## src/rtl/pipe_trace_pkg.sv

```systemverilog
// Shared definitions for the pipeline trace buffer: FSM encoding and entry layout.
package pipe_trace_pkg;

  localparam logic [1:0] ST_IDLE  = 2'd0;
  localparam logic [1:0] ST_ARMED = 2'd1;
  localparam logic [1:0] ST_POST  = 2'd2;
  localparam logic [1:0] ST_DONE  = 2'd3;

  // An entry is {stage valids, stage data}: valids sit above the data field.
  function automatic int unsigned entry_w(input int unsigned n, input int unsigned w);
    return n * (w + 1);
  endfunction

  function automatic int unsigned valid_lsb(input int unsigned n, input int unsigned w);
    return n * w;
  endfunction

endpackage

```

## src/rtl/pipe_trace_buffer_trace_ram.sv

```systemverilog
// Simple dual-port trace memory: synchronous write, registered read with a
// per-bit keep mask so out-of-range reads can blank fields at the output register.
module trace_ram #(
  parameter int unsigned DEPTH = 16,
  parameter int unsigned W     = 132,
  parameter int unsigned AW    = $clog2(DEPTH)
) (
  input  logic          Clk,
  input  logic          Rst,
  input  logic          we,
  input  logic [AW-1:0] waddr,
  input  logic [W-1:0]  wdata,
  input  logic [AW-1:0] raddr,
  input  logic [W-1:0]  rkeep,
  output logic [W-1:0]  rdata
);

  logic [W-1:0] mem [DEPTH];

  always_ff @(posedge Clk) begin
    if (we) mem[waddr] <= wdata;
  end

  // Read sees the pre-write contents when addresses collide.
  always_ff @(posedge Clk) begin
    if (Rst) rdata <= '0;
    else     rdata <= mem[raddr] & rkeep;
  end

endmodule

```

## src/rtl/pipe_trace_buffer.sv

```systemverilog
// Circular capture of all pipeline stage registers with a programmable
// post-trigger window and a logical-index readout port.
module pipe_trace_buffer
  import pipe_trace_pkg::*;
#(
  parameter int unsigned NUM_STAGES = 4,
  parameter int unsigned STAGE_W    = 32,
  parameter int unsigned DEPTH      = 16,
  parameter int unsigned POST_TRIG  = 8,
  parameter int unsigned AW         = $clog2(DEPTH),
  parameter int unsigned TSW        = (NUM_STAGES > 1) ? $clog2(NUM_STAGES) : 1
) (
  input  logic                          Clk,
  input  logic                          Rst,
  input  logic [NUM_STAGES*STAGE_W-1:0] stageData,
  input  logic [NUM_STAGES-1:0]         stageValid,
  input  logic                          hold,
  input  logic                          arm,
  input  logic                          abort,
  input  logic                          forceTrig,
  input  logic [TSW-1:0]                trigStage,
  input  logic [STAGE_W-1:0]            trigValue,
  input  logic [STAGE_W-1:0]            trigMask,
  input  logic [AW-1:0]                 rdAddr,
  output logic [NUM_STAGES*STAGE_W-1:0] rdData,
  output logic [NUM_STAGES-1:0]         rdValid,
  output logic [1:0]                    state,
  output logic                          done,
  output logic [AW:0]                   fillCnt,
  output logic [AW-1:0]                 trigPos
);

  localparam int unsigned DW = NUM_STAGES * STAGE_W;
  localparam int unsigned EW = entry_w(NUM_STAGES, STAGE_W);
  localparam int unsigned VL = valid_lsb(NUM_STAGES, STAGE_W);
  localparam logic [AW:0] FULL = (AW+1)'(DEPTH);

  logic [AW-1:0]      wr_ptr, post_cnt, trig_phys;
  logic [1:0]         state_d;
  logic [AW-1:0]      wr_ptr_d, post_d, trig_phys_d, oldest_d, trig_pos_d;
  logic [AW:0]        fill_d;
  logic [STAGE_W-1:0] sel_data;
  logic               sel_valid, hit_c, cap_c;
  logic [AW-1:0]      oldest_c, rd_phys_c;
  logic               rd_in_c;
  logic [EW-1:0]      rd_keep_c, ram_q;

  // Stage selected for the compare; an out-of-range index selects nothing.
  always_comb begin
    sel_data  = '0;
    sel_valid = 1'b0;
    for (int i = 0; i < NUM_STAGES; i++) begin
      if (trigStage == TSW'(i)) begin
        sel_data  = stageData[i*STAGE_W +: STAGE_W];
        sel_valid = stageValid[i];
      end
    end
  end

  assign hit_c = (state == ST_ARMED) && !hold &&
                 (forceTrig || (sel_valid && (((sel_data ^ trigValue) & trigMask) == '0)));
  assign cap_c = ((state == ST_ARMED) || (state == ST_POST)) && !hold;

  always_comb begin
    state_d     = state;
    wr_ptr_d    = wr_ptr;
    fill_d      = fillCnt;
    post_d      = post_cnt;
    trig_phys_d = trig_phys;
    if (cap_c) begin
      wr_ptr_d = wr_ptr + AW'(1);
      if (fillCnt != FULL) fill_d = fillCnt + (AW+1)'(1);
    end
    if (abort) begin
      state_d = ST_IDLE;
    end else begin
      case (state)
        ST_IDLE, ST_DONE: begin
          if (arm) begin
            state_d  = ST_ARMED;
            wr_ptr_d = '0;
            fill_d   = '0;
          end
        end
        ST_ARMED: begin
          if (hit_c) begin
            trig_phys_d = wr_ptr;
            if (POST_TRIG == 0) begin
              state_d = ST_DONE;
            end else begin
              state_d = ST_POST;
              post_d  = AW'(POST_TRIG);
            end
          end
        end
        ST_POST: begin
          if (!hold) begin
            post_d = post_cnt - AW'(1);
            if (post_cnt == AW'(1)) state_d = ST_DONE;
          end
        end
        default: state_d = ST_IDLE;
      endcase
    end
    oldest_d   = (fill_d == FULL) ? wr_ptr_d : '0;
    trig_pos_d = trig_phys_d - oldest_d;
  end

  // Logical-to-physical read mapping; entries past the fill level read as invalid.
  assign oldest_c  = (fillCnt == FULL) ? wr_ptr : '0;
  assign rd_phys_c = oldest_c + rdAddr;
  assign rd_in_c   = ({1'b0, rdAddr} < fillCnt);
  assign rd_keep_c = {{NUM_STAGES{rd_in_c}}, {DW{1'b1}}};

  always_ff @(posedge Clk) begin
    if (Rst) state <= ST_IDLE;
    else     state <= state_d;
  end

  always_ff @(posedge Clk) begin
    if (Rst) begin
      wr_ptr    <= '0;
      fillCnt   <= '0;
      post_cnt  <= '0;
      trig_phys <= '0;
      trigPos   <= '0;
      done      <= 1'b0;
    end else begin
      wr_ptr    <= wr_ptr_d;
      fillCnt   <= fill_d;
      post_cnt  <= post_d;
      trig_phys <= trig_phys_d;
      done      <= (state_d == ST_DONE);
      if ((state != ST_DONE) && (state_d == ST_DONE)) trigPos <= trig_pos_d;
    end
  end

  trace_ram #(.DEPTH(DEPTH), .W(EW), .AW(AW)) u_ram (
    .Clk   (Clk),
    .Rst   (Rst),
    .we    (cap_c),
    .waddr (wr_ptr),
    .wdata ({stageValid, stageData}),
    .raddr (rd_phys_c),
    .rkeep (rd_keep_c),
    .rdata (ram_q)
  );

  assign rdData  = ram_q[DW-1:0];
  assign rdValid = ram_q[VL +: NUM_STAGES];

endmodule

```

## config.mk

```make
export PLATFORM = sky130hd
export DESIGN_NAME = pipe_trace_buffer
export DESIGN_NICKNAME = d
export VERILOG_FILES = /design/src/rtl/pipe_trace_pkg.sv /design/src/rtl/pipe_trace_buffer_trace_ram.sv /design/src/rtl/pipe_trace_buffer.sv
export SDC_FILE = /design/constraint.sdc
export NUM_CORES = 2
export LEC_CHECK = 0
export ABC_AREA = 1
export CAP_MARGIN = 10
export CORE_MARGIN = 5
export CORE_UTILIZATION = 29
export CTS_CLUSTER_SIZE = 10
export DETAILED_ROUTE_END_ITERATION = 10
export GPL_TIMING_DRIVEN = 0
export HOLD_SLACK_MARGIN = 0.06
export PLACE_DENSITY_LB_ADDON = 0.12
export SYNTH_ARGS = -nofsm -noshare
export SYNTH_HDL_FRONTEND = slang
export SYNTH_SLANG_ARGS = --single-unit
```

## constraint.sdc

```tcl
create_clock -name Clk -period 8.3 [get_ports Clk]
set_input_delay 0.83 -clock Clk [delete_from_list [all_inputs] [get_ports Clk]]
set_output_delay 0.83 -clock Clk [all_outputs]
set_load 0.02 [all_outputs]
```

==> metrics.txt <==
Syn Std Cell Area=87,900 sq um; DRT iter0 DRCs=5,160; flops & latches, synth=2,268; Max VDD drop=0.132 mV; most frequent cell after synthesis=edfxtp_1; Synth area leader=edfxtp_1; number of flops mapped to enable cells by yosys=2,112; worst skew pair latency=0.91 ns; critical path class=reg2reg; vias in the first global route=58,900; syn_nets=7,151; Die X=561 um; first drt pass iteration count=6; die height=561 um; Yosys cell types=40; Area after DPL=98,800 sq um; CTS resizes=0; WL/cell=27.5 um; DRC viols=0; nature of the critical path endpoint=flop; largest net degree at the start of global routing=29; fmax=161 MHz; gr ovfl total=0; top cells by instance count after synthesis=edfxtp_1 (2,112), o21ai_0 (1,224), nor2_1 (1,144); Clock transition at path regs=0.05 ns; Clock Skew=0.0700 ns; Mapped Cells=6,920; post-route ant nets=0; Num CTS Buffers=277; Detailed Route WL=325,000 um; # IOs=352; Avg Cell Area, Syn=12.7 sq um; clk buf depth=4; share of the synthesized area in the top cell type=72.2%; CP max FO=10; # clock sinks=2,268; CTS tree=built; sequential share of the synthesized area=75.7%; post-CTS setup buffers=0; Async SR Flop Fraction=0%; minimum clock period=6.20 ns; CTS root buf=clkbuf_16; Core Area=302,000 sq um; design area=107,000 sq um; Slew Viols, Final=0; Area Growth Syn to Fin=21.6%; Hold/Removal Path Class=in2reg; H-tree depth=5; unrepaired setup endpoints after global routing=false; initial antenna violation count=35; Via density=5.02; number of max-cap violations=0; Power Density=239 nW/um^2; Worst EP arrival=6.84 ns; Worst EP required=8.94 ns; Setup Total Neg Slack=0 ns; Critical Path Source Type=flop; crit share post-route=74.6%; share of cells above drive strength 1=6.76%; wire length of the first global-routing pass=454,000 um; status=finished, final reports clean; Least-Margin Pin Slew=1.41 ns; Initial Util=29.1%; Warnings, synthesis=0; # nets final=7,891; GPL Wtd Cong=0.857; cts hold-fix bufs=0; gr usage total=20.0%; max_slew headroom=5.90%; Rows=202; vias=59,300; final hold violation count=0; hpwl dp=228,000 um; I/O Buffers=348; largest cells by area after synthesis=edfxtp_1 (72%), o21ai_0 (7.0%), nor2_1 (4.9%); Leak=34.7 nW; total die area=314,000 sq um; Synth Flop Type=edfxtp_1; final setup vio count=0
power breakdown:
| part | internal, mW | total (mW) | switching [mW] |
|---|---|---|---|
| Sequential | 12.6 | 12.6 | 0.0236 |
| Clock | 6.34 | 11.1 | 4.74 |
| Combinational | 0.520 | 1.90 | 1.38 |
critical path: stages (launching register included):
cell and delay, ns:
dfxtp_1 0.39, inv_1 0.11, ha_1 0.20, nand4_1 0.21, nor2_1 0.10, ha_1 0.61
buf_2 0.58, clkbuf_1 0.71, clkbuf_1 0.89, clkbuf_1 0.58, nor2_1 0.12, o221ai_1 0.21
o21ai_0 0.17, a211oi_1 1.08
cell families after synthesis:
kind of cell,share of synthesized area [%]
buffers and inverters,2.51
DFF,75.7
and+or+nand+nor,9.54
xor gates and xnor gates,0.0598
adders and majority gates,0.345
AOI/OAI and AO/OA,11.8
metrics by stage:
stage	cells	hold slack [ns]	util, %	power, mW	setup slack [ns]
2_1_floorplan	6920	0.457	-	13.6	0.493
3_3_place_gp	11200	0.477	31.9	14.7	-6.60
3_5_place_dp	11400	0.477	32.7	14.8	1.46
4_1_cts	11800	0.363	35.3	25.9	2.08
5_1_grt	11800	0.429	35.3	26.5	2.10
6_report	11800	0.422	35.4	25.6	2.10
worst paths after layout:
kind / slack (ns) / startpoint / end / cells past startpoint
setup / recovery: 2.10 / fillCnt[0] / u_ram.rdata[129] / 13
hold reg to reg: 0.49 / trigPos[1] / trigPos[1] / 2
setup reg to reg: 2.10 / fillCnt[0] / u_ram.rdata[129] / 13
hold / removal: 0.42 / Rst / trig_phys[2] / 2
registers in the layout, indices dropped and copies added (netlist names):
name / count
done: 1
fillCnt: 5
post_cnt: 4
state: 2
trigPos: 4
trig_phys: 4
u_ram.mem: 2112
u_ram.rdata: 132
wr_ptr: 4
final cells by class:
type	instances	area, sq um
timing repair buffer	461	5810
inverter	98	368
tap	3978	4980
buffer	470	1870
multi-input combinational	4084	19300
antenna	18	45.0
clock buffer	397	7510
clock inverter	43	493
sequential	2268	66500
fill	29700	195000
per-layer routing:
metal	wire (um)	part of all wire [%]	global-route usage, %	up-vias
met5	91	0.028	0	-
met4	14900	4.6	8.40	14
met3	17300	5.3	3.03	481
met2	151000	47	32.2	1895
met1	141000	44	27.0	30000
li1	-	-	-	26900
cells in the final DEF, fill, tap and decap left out, types with 6 or more instances in the layout:
master,instances
edfxtp_1,2112
o21ai_0,1223
nor2_1,1128
nand2_1,847
o22ai_1,513
clkbuf_1,498
clkdlybuf4s50_1,348
clkbuf_16,281
dfxtp_1,156
a31oi_1,130
nand3_1,101
inv_1,94
buf_12,90
clkbuf_2,30
buf_1,28
ha_1,21
diode_2,18
nor2_4,18
buf_2,17
clkinv_1,15
buf_16,15
or2_2,12
nand3b_1,12
nor3_1,10
o221ai_1,9
a21oi_1,8
inv_6,7
buf_8,7
or2_1,6
o21ai_1,6
clkinv_2,6
Power figures use the tool's default switching activity.
